### src/rtl/q_ctrl_pkg.sv
// q_ctrl_pkg: shared definitions for the Q-loop hill-climbing controller.
//   state_e : controller FSM states
//   UP / DN : search direction encodings
package q_ctrl_pkg;

  typedef enum logic [2:0] {
    IDLE,
    SETTLE,
    REQ,
    WAIT,
    EVAL,
    LOCK
  } state_e;

  localparam logic UP = 1'b0;
  localparam logic DN = 1'b1;

endpackage

### src/rtl/cycle_timer.sv
// cycle_timer: loadable down-counter with a done flag.
//   clk, rst      : clock, async active-low reset
//   load/load_val : load the counter (load has priority over counting)
//   done          : counter is at zero
// Loading N-1 on entry to a state and leaving when done makes the state
// last exactly N cycles.
module cycle_timer #(
  parameter int CW = 8
) (
  input  logic          clk,
  input  logic          rst,
  input  logic          load,
  input  logic [CW-1:0] load_val,
  output logic          done
);

  logic [CW-1:0] cnt_q, cnt_d;

  always_comb begin
    cnt_d = cnt_q;
    if (load)               cnt_d = load_val;
    else if (cnt_q != '0)   cnt_d = cnt_q - CW'(1);
  end

  always_ff @(posedge clk or negedge rst) begin
    if (!rst) cnt_q <= '0;
    else      cnt_q <= cnt_d;
  end

  assign done = (cnt_q == '0);

endmodule

### src/rtl/q_control.sv
// q_control: hill-climbing search of i_ref in [I_REF_MIN, i_ref_max] for
// maximum Q, measured through a start/ready handshake.
//   clk, rst              : clock, async active-low reset
//   enable                : run control, low returns to IDLE
//   i_ref_max             : search upper bound
//   meas_start/meas_ready : measurement request / done pulse
//   q_measured            : Q sample, valid with meas_ready
//   i_ref, i_ref_best     : applied current, current at best Q
//   q_best, locked        : best Q so far, search converged
//   meas_err              : sticky measurement-timeout flag
module q_control
  import q_ctrl_pkg::*;
#(
  parameter int BUS_WIDTH     = 10,
  parameter int I_REF_MIN     = 0,
  parameter int I_REF_STEP    = 10,
  parameter int SETTLE_CYCLES = 16,
  parameter int MEAS_TIMEOUT  = 1023
) (
  input  logic                 clk,
  input  logic                 rst,
  input  logic                 enable,
  input  logic [BUS_WIDTH-1:0] i_ref_max,
  output logic                 meas_start,
  input  logic                 meas_ready,
  input  logic [BUS_WIDTH-1:0] q_measured,
  output logic [BUS_WIDTH-1:0] i_ref,
  output logic [BUS_WIDTH-1:0] i_ref_best,
  output logic [BUS_WIDTH-1:0] q_best,
  output logic                 locked,
  output logic                 meas_err
);

  localparam int W  = BUS_WIDTH;
  localparam int W1 = BUS_WIDTH + 1;
  localparam int SW = $clog2(SETTLE_CYCLES + 1);
  localparam int TW = $clog2(MEAS_TIMEOUT + 1);
  localparam logic [W-1:0]  MIN_V     = W'(I_REF_MIN);
  localparam logic [W:0]    STEP_V    = W1'(I_REF_STEP);
  localparam logic [W:0]    DN_LIM    = W1'(I_REF_MIN + I_REF_STEP);
  localparam logic [SW-1:0] SETTLE_LD = SW'(SETTLE_CYCLES - 1);
  localparam logic [TW-1:0] WAIT_LD   = TW'(MEAS_TIMEOUT - 1);

  state_e       state_q, state_d;
  logic         dir_q, dir_d, dir_n;
  logic [1:0]   fail_q, fail_d, fail_n;
  logic [W-1:0] sample_q, sample_d;
  logic         sample_vld_q, sample_vld_d;
  logic [W-1:0] i_ref_q, i_ref_d, i_ref_best_q, i_ref_best_d;
  logic [W-1:0] q_best_q, q_best_d, base, nxt;
  logic         meas_start_q, meas_start_d, locked_q, locked_d;
  logic         meas_err_q, meas_err_d;
  logic         settle_ld, wait_ld, settle_done, wait_done;

  cycle_timer #(.CW(SW)) u_settle_tmr (
    .clk(clk), .rst(rst), .load(settle_ld), .load_val(SETTLE_LD), .done(settle_done)
  );

  cycle_timer #(.CW(TW)) u_wait_tmr (
    .clk(clk), .rst(rst), .load(wait_ld), .load_val(WAIT_LD), .done(wait_done)
  );

  // One saturating step; UP in W+1 bits so base+STEP cannot wrap.
  function automatic logic [W-1:0] step_f(input logic [W-1:0] b, input logic d,
                                          input logic [W-1:0] lim);
    logic [W:0] sum;
    sum = {1'b0, b} + STEP_V;
    if (d == UP) step_f = (sum > {1'b0, lim}) ? lim : sum[W-1:0];
    else         step_f = ({1'b0, b} < DN_LIM) ? MIN_V : (b - STEP_V[W-1:0]);
  endfunction

  always_comb begin
    state_d      = state_q;
    dir_d        = dir_q;
    fail_d       = fail_q;
    sample_d     = sample_q;
    sample_vld_d = sample_vld_q;
    i_ref_d      = i_ref_q;
    i_ref_best_d = i_ref_best_q;
    q_best_d     = q_best_q;
    meas_start_d = 1'b0;
    locked_d     = locked_q;
    meas_err_d   = meas_err_q;
    settle_ld    = 1'b0;
    wait_ld      = 1'b0;
    fail_n       = fail_q;
    dir_n        = dir_q;
    base         = i_ref_q;
    nxt          = i_ref_q;

    if (!enable) begin
      // Abort: any outstanding measurement is dropped with the state.
      state_d  = IDLE;
      i_ref_d  = MIN_V;
      locked_d = 1'b0;
    end else if (state_q != IDLE && i_ref_max < i_ref_q) begin
      // Bound fell below the applied current: clamp and search downward.
      i_ref_d      = i_ref_max;
      i_ref_best_d = (i_ref_best_q > i_ref_max) ? i_ref_max : i_ref_best_q;
      q_best_d     = '0;
      locked_d     = 1'b0;
      fail_d       = '0;
      dir_d        = DN;
      state_d      = SETTLE;
      settle_ld    = 1'b1;
    end else begin
      case (state_q)
        IDLE: begin
          state_d      = SETTLE;
          settle_ld    = 1'b1;
          q_best_d     = '0;
          locked_d     = 1'b0;
          dir_d        = UP;
          fail_d       = '0;
          i_ref_d      = MIN_V;
          i_ref_best_d = MIN_V;
        end
        SETTLE: if (settle_done) begin
          state_d      = REQ;
          meas_start_d = 1'b1;
        end
        REQ: begin
          state_d = WAIT;
          wait_ld = 1'b1;
        end
        WAIT: begin
          if (meas_ready) begin
            sample_d     = q_measured;
            sample_vld_d = 1'b1;
            state_d      = EVAL;
          end else if (wait_done) begin
            sample_vld_d = 1'b0;
            meas_err_d   = 1'b1;
            state_d      = EVAL;
          end
        end
        EVAL: begin
          if (sample_vld_q && sample_q > q_best_q) begin
            q_best_d     = sample_q;
            i_ref_best_d = i_ref_q;
            fail_n       = '0;
          end else begin
            fail_n = fail_q + 2'd1;
            base   = i_ref_best_q;
            dir_n  = ~dir_q;
          end
          nxt = step_f(base, dir_n, i_ref_max);
          // Blocked at a bound: count a failure and try the other way.
          if (fail_n < 2'd2 && nxt == base) begin
            fail_n = fail_n + 2'd1;
            dir_n  = ~dir_n;
            nxt    = step_f(base, dir_n, i_ref_max);
          end
          dir_d  = dir_n;
          fail_d = fail_n;
          if (fail_n >= 2'd2 || nxt == base) begin
            state_d  = LOCK;
            i_ref_d  = i_ref_best_d;
            locked_d = 1'b1;
          end else begin
            state_d   = SETTLE;
            settle_ld = 1'b1;
            i_ref_d   = nxt;
          end
        end
        LOCK: begin
          i_ref_d  = i_ref_best_q;
          locked_d = 1'b1;
        end
        default: state_d = IDLE;
      endcase
    end
  end

  always_ff @(posedge clk or negedge rst) begin
    if (!rst) begin
      state_q      <= IDLE;
      dir_q        <= UP;
      fail_q       <= '0;
      sample_q     <= '0;
      sample_vld_q <= 1'b0;
      i_ref_q      <= MIN_V;
      i_ref_best_q <= MIN_V;
      q_best_q     <= '0;
      meas_start_q <= 1'b0;
      locked_q     <= 1'b0;
      meas_err_q   <= 1'b0;
    end else begin
      state_q      <= state_d;
      dir_q        <= dir_d;
      fail_q       <= fail_d;
      sample_q     <= sample_d;
      sample_vld_q <= sample_vld_d;
      i_ref_q      <= i_ref_d;
      i_ref_best_q <= i_ref_best_d;
      q_best_q     <= q_best_d;
      meas_start_q <= meas_start_d;
      locked_q     <= locked_d;
      meas_err_q   <= meas_err_d;
    end
  end

  assign meas_start = meas_start_q;
  assign i_ref      = i_ref_q;
  assign i_ref_best = i_ref_best_q;
  assign q_best     = q_best_q;
  assign locked     = locked_q;
  assign meas_err   = meas_err_q;

endmodule

### config.mk
export PLATFORM = sky130hd
export DESIGN_NAME = q_control
export DESIGN_NICKNAME = d
export VERILOG_FILES = /design/src/rtl/q_ctrl_pkg.sv /design/src/rtl/cycle_timer.sv /design/src/rtl/q_control.sv
export SDC_FILE = /design/constraint.sdc
export NUM_CORES = 1
export LEC_CHECK = 0
export ABC_AREA = 1
export BUFFER_PORTS_ARGS = -buffer_cell sky130_fd_sc_hd__buf_2
export CAP_MARGIN = 10
export CORE_ASPECT_RATIO = 0.6
export CORE_MARGIN = 1.5
export CORE_UTILIZATION = 60
export DETAILED_ROUTE_END_ITERATION = 16
export PLACE_DENSITY = 0.8
export SLEW_MARGIN = 20
export SYNTH_ARGS = -nofsm -noshare
export SYNTH_HDL_FRONTEND = slang
export SYNTH_HIERARCHICAL = 1
export SYNTH_SLANG_ARGS = --single-unit
### constraint.sdc
create_clock -name clk -period 11.2 [get_ports clk]
set_clock_uncertainty 0.1 [all_clocks]
set_input_delay 1.12 -clock clk [delete_from_list [all_inputs] [get_ports clk]]
set_output_delay 1.12 -clock clk [all_outputs]
set_load 0.01 [all_outputs]
==> results.tsv <==
metric	value	unit
run_status	completed	
numPortBuffers	56	
r2r_start	q_best[4]$_DFFE_PN0P_	
grt.overflow.total	0	
die_area	11080	um^2
crit_slowest_cell	a31oi_1	
worst_pin_slew	0.9393	ns
avgRoutedWirePerCell	17.04	um
slew_headroom	0.3715	
num_vias	6644	
track_usage	0.3678	
synth.top_cell.area_share	0.2598	
fmax	0.1382	GHz
row_count	28	
syn_inst	927	
groute.layer.met3.usage	0.1117	
pin_count	57	
setup_violations	0	
use_met2	0.5154	
cts_tree	built	
finalNonFillerCells	1130	
synth_area_per_cell	6.753	um^2
min_path_type	reg -> reg	
cts_resized	0	
yosys.area.top_type	dfrtp_1	
drc_errors	0	
worstSetupPathType	reg -> reg	
clk_latency	0.33	ns
clock-sinks	65	
required	11.32	ns
final.setup.tns	0	ns
maxCapViolCount	0	
clockBufferDepth	2	
final_util	0.7018	
start_util	0.6269	
cp-end-kind	register	
critPathArrivalTime	7.36	ns
multi_input_area	4111	um^2
hold_viol_final	0	
hpwl	14.91	mm
cts-buffers-inserted	9	
seq_area_frac_synth	0.2598	
core_area	9985	um^2
hp-start	locked$_DFFE_PN0P_	
yosys_warnings	6	
slowest_delay	0.56	ns
critPathMaxFanout	19	
cts_htree_levels	3	
routed_wl	19.26	mm
cts_setup_buffers	0	
vias_per_cell	5.880	
die_h	82.12	um
firstDrtPassIters	5	
root_buffer	clkbuf_16	
yosys-top-cells-count	nand2_1 (290), inv_1 (112), nand3_1 (107)	
synth.cell_area	6260	um^2
rsz0062_at_grt	no	
drt_iter0_drc	843	
nNetsFinal	1057	
grt_pass1_wl	31.19	mm
synth_cell_types	50	
ant_nets	0	
path_clk_slew	0.06	ns
yosys-top-cells-area	dfrtp_1 (26%), nand2_1 (17%), ha_1 (8.6%)	
yosysMostFrequentCell	nand2_1	
grt-busiest-layer	met1	
period_share	0.6459	
cts-hold-fix-buffers	0	
die_w	134.9	um
cp_common_cell	nand2_1	
antenna_found_initial	0	
synth_seq_cells	65	
async_reset_ff_frac	1.000	
grt_pass1_vias	5969	
seqCellArea	1627	um^2
place_congestion	0.9929	
cp-startpoint	q_best[4]$_DFFE_PN0P_	
drive_gt1_frac	0.1769	
area_delta_synth_final	11.93	%
worst_hold_slack	0.3925	ns
fillers	882	
antenna_cells	0	
startpoint_type	register	
synth-main-ff-cell	dfrtp_1	
period_needed	7.234	ns
synth-edff-count	0	
grt_util_met1	0.5539	
dp_cells	1114	
slew_viol_final	0	
grt_max_degree	66	
[worst max-delay path, delay by kind of cell (launching register included)]
kind                     cells  cell delay [ns]
AO/OA/AOI/OAI                3             1.24
flip-flops                   1             0.38
buffers and inverters        7             0.55
AND/OR/NAND/NOR             32             3.98
adder cells (fa/ha/maj)      3             0.81
[cell families (layout without fill, tap and decap cells)]
logic type | after synthesis | count (layout) | share of synthesized area
simple gates | 536 | 536 | 0.4042
buf+inv | 144 | 199 | 0.09334
compound gates | 116 | 116 | 0.1205
flops | 65 | 65 | 0.2598
fa+ha+maj | 43 | 43 | 0.08595
mux | 14 | 14 | 0.02518
xor+xnor | 7 | 7 | 0.009794
other cells | 2 | 15 | 0.001200
[registers in the layout, summed over array words and instances (netlist names), 2 cells and up]
| name | flops |
|---|---|
| state_q | 3 |
| q_best | 10 |
| u_settle_tmr/cnt_q | 5 |
| fail_q | 2 |
| u_wait_tmr/cnt_q | 10 |
| i_ref_best | 10 |
| i_ref | 10 |
| sample_q | 10 |
[per-layer routing]
| metal | part of all wire | up-vias | wire length [um] |
|---|---|---|---|
| met5 | 0 | - | 0 |
| met4 | 0.0093 | 0 | 180 |
| met3 | 0.14 | 27 | 2676 |
| met2 | 0.38 | 410 | 7390 |
| met1 | 0.47 | 3034 | 9011 |
| li1 | - | 3173 | - |
[final timing paths]
kind	to	slack [ns]	cells past startpoint
max in group asynchronous	i_ref_best[9]$_DFFE_PN0P_	9.59	2
worst min-delay path	locked$_DFFE_PN0P_	0.39	2
worst max-delay path	u_settle_tmr/cnt_q[3]$_DFFE_PN0P_	3.97	45
worst min register to register	locked$_DFFE_PN0P_	0.39	2
worst max register to register	u_settle_tmr/cnt_q[3]$_DFFE_PN0P_	3.97	45
min in group asynchronous	u_wait_tmr/cnt_q[2]$_DFFE_PN0P_	0.85	2
[through the flow]
step / cell area [um^2] / setup WS [ns]
CTS: 7007 / 4.265
global placement: 6686 / 4.426
detailed placement: 6686 / 4.343
global route: 7007 / 3.482
floorplan: 6309 / 5.707
finish: 7007 / 3.966
[layout by cell type (no fill, tap or decap), types with 11 or more instances in the layout]
cell type and count:
o21ai_1 11, ha_1 43, mux2_2 14, nor2_2 13, nand2_1 290, dfrtp_1 65, a21oi_1 19, inv_1 112
nand3_1 107, nor2_1 45, nand4_1 13, conb_1 15, buf_2 56, o21ai_0 36, nand2_2 25
[area by class of cell]
class	count	area share
inverter	121	0.06482
sequential	65	0.2321
tap	135	0.02411
timing repair buffer	62	0.04643
multi-input combinational	731	0.5868
clock buffer	9	0.03214
clock inverter	7	0.01357
Power is not shown: default switching activity piles up to over one toggle a cycle in this logic, so the estimate is an artifact.
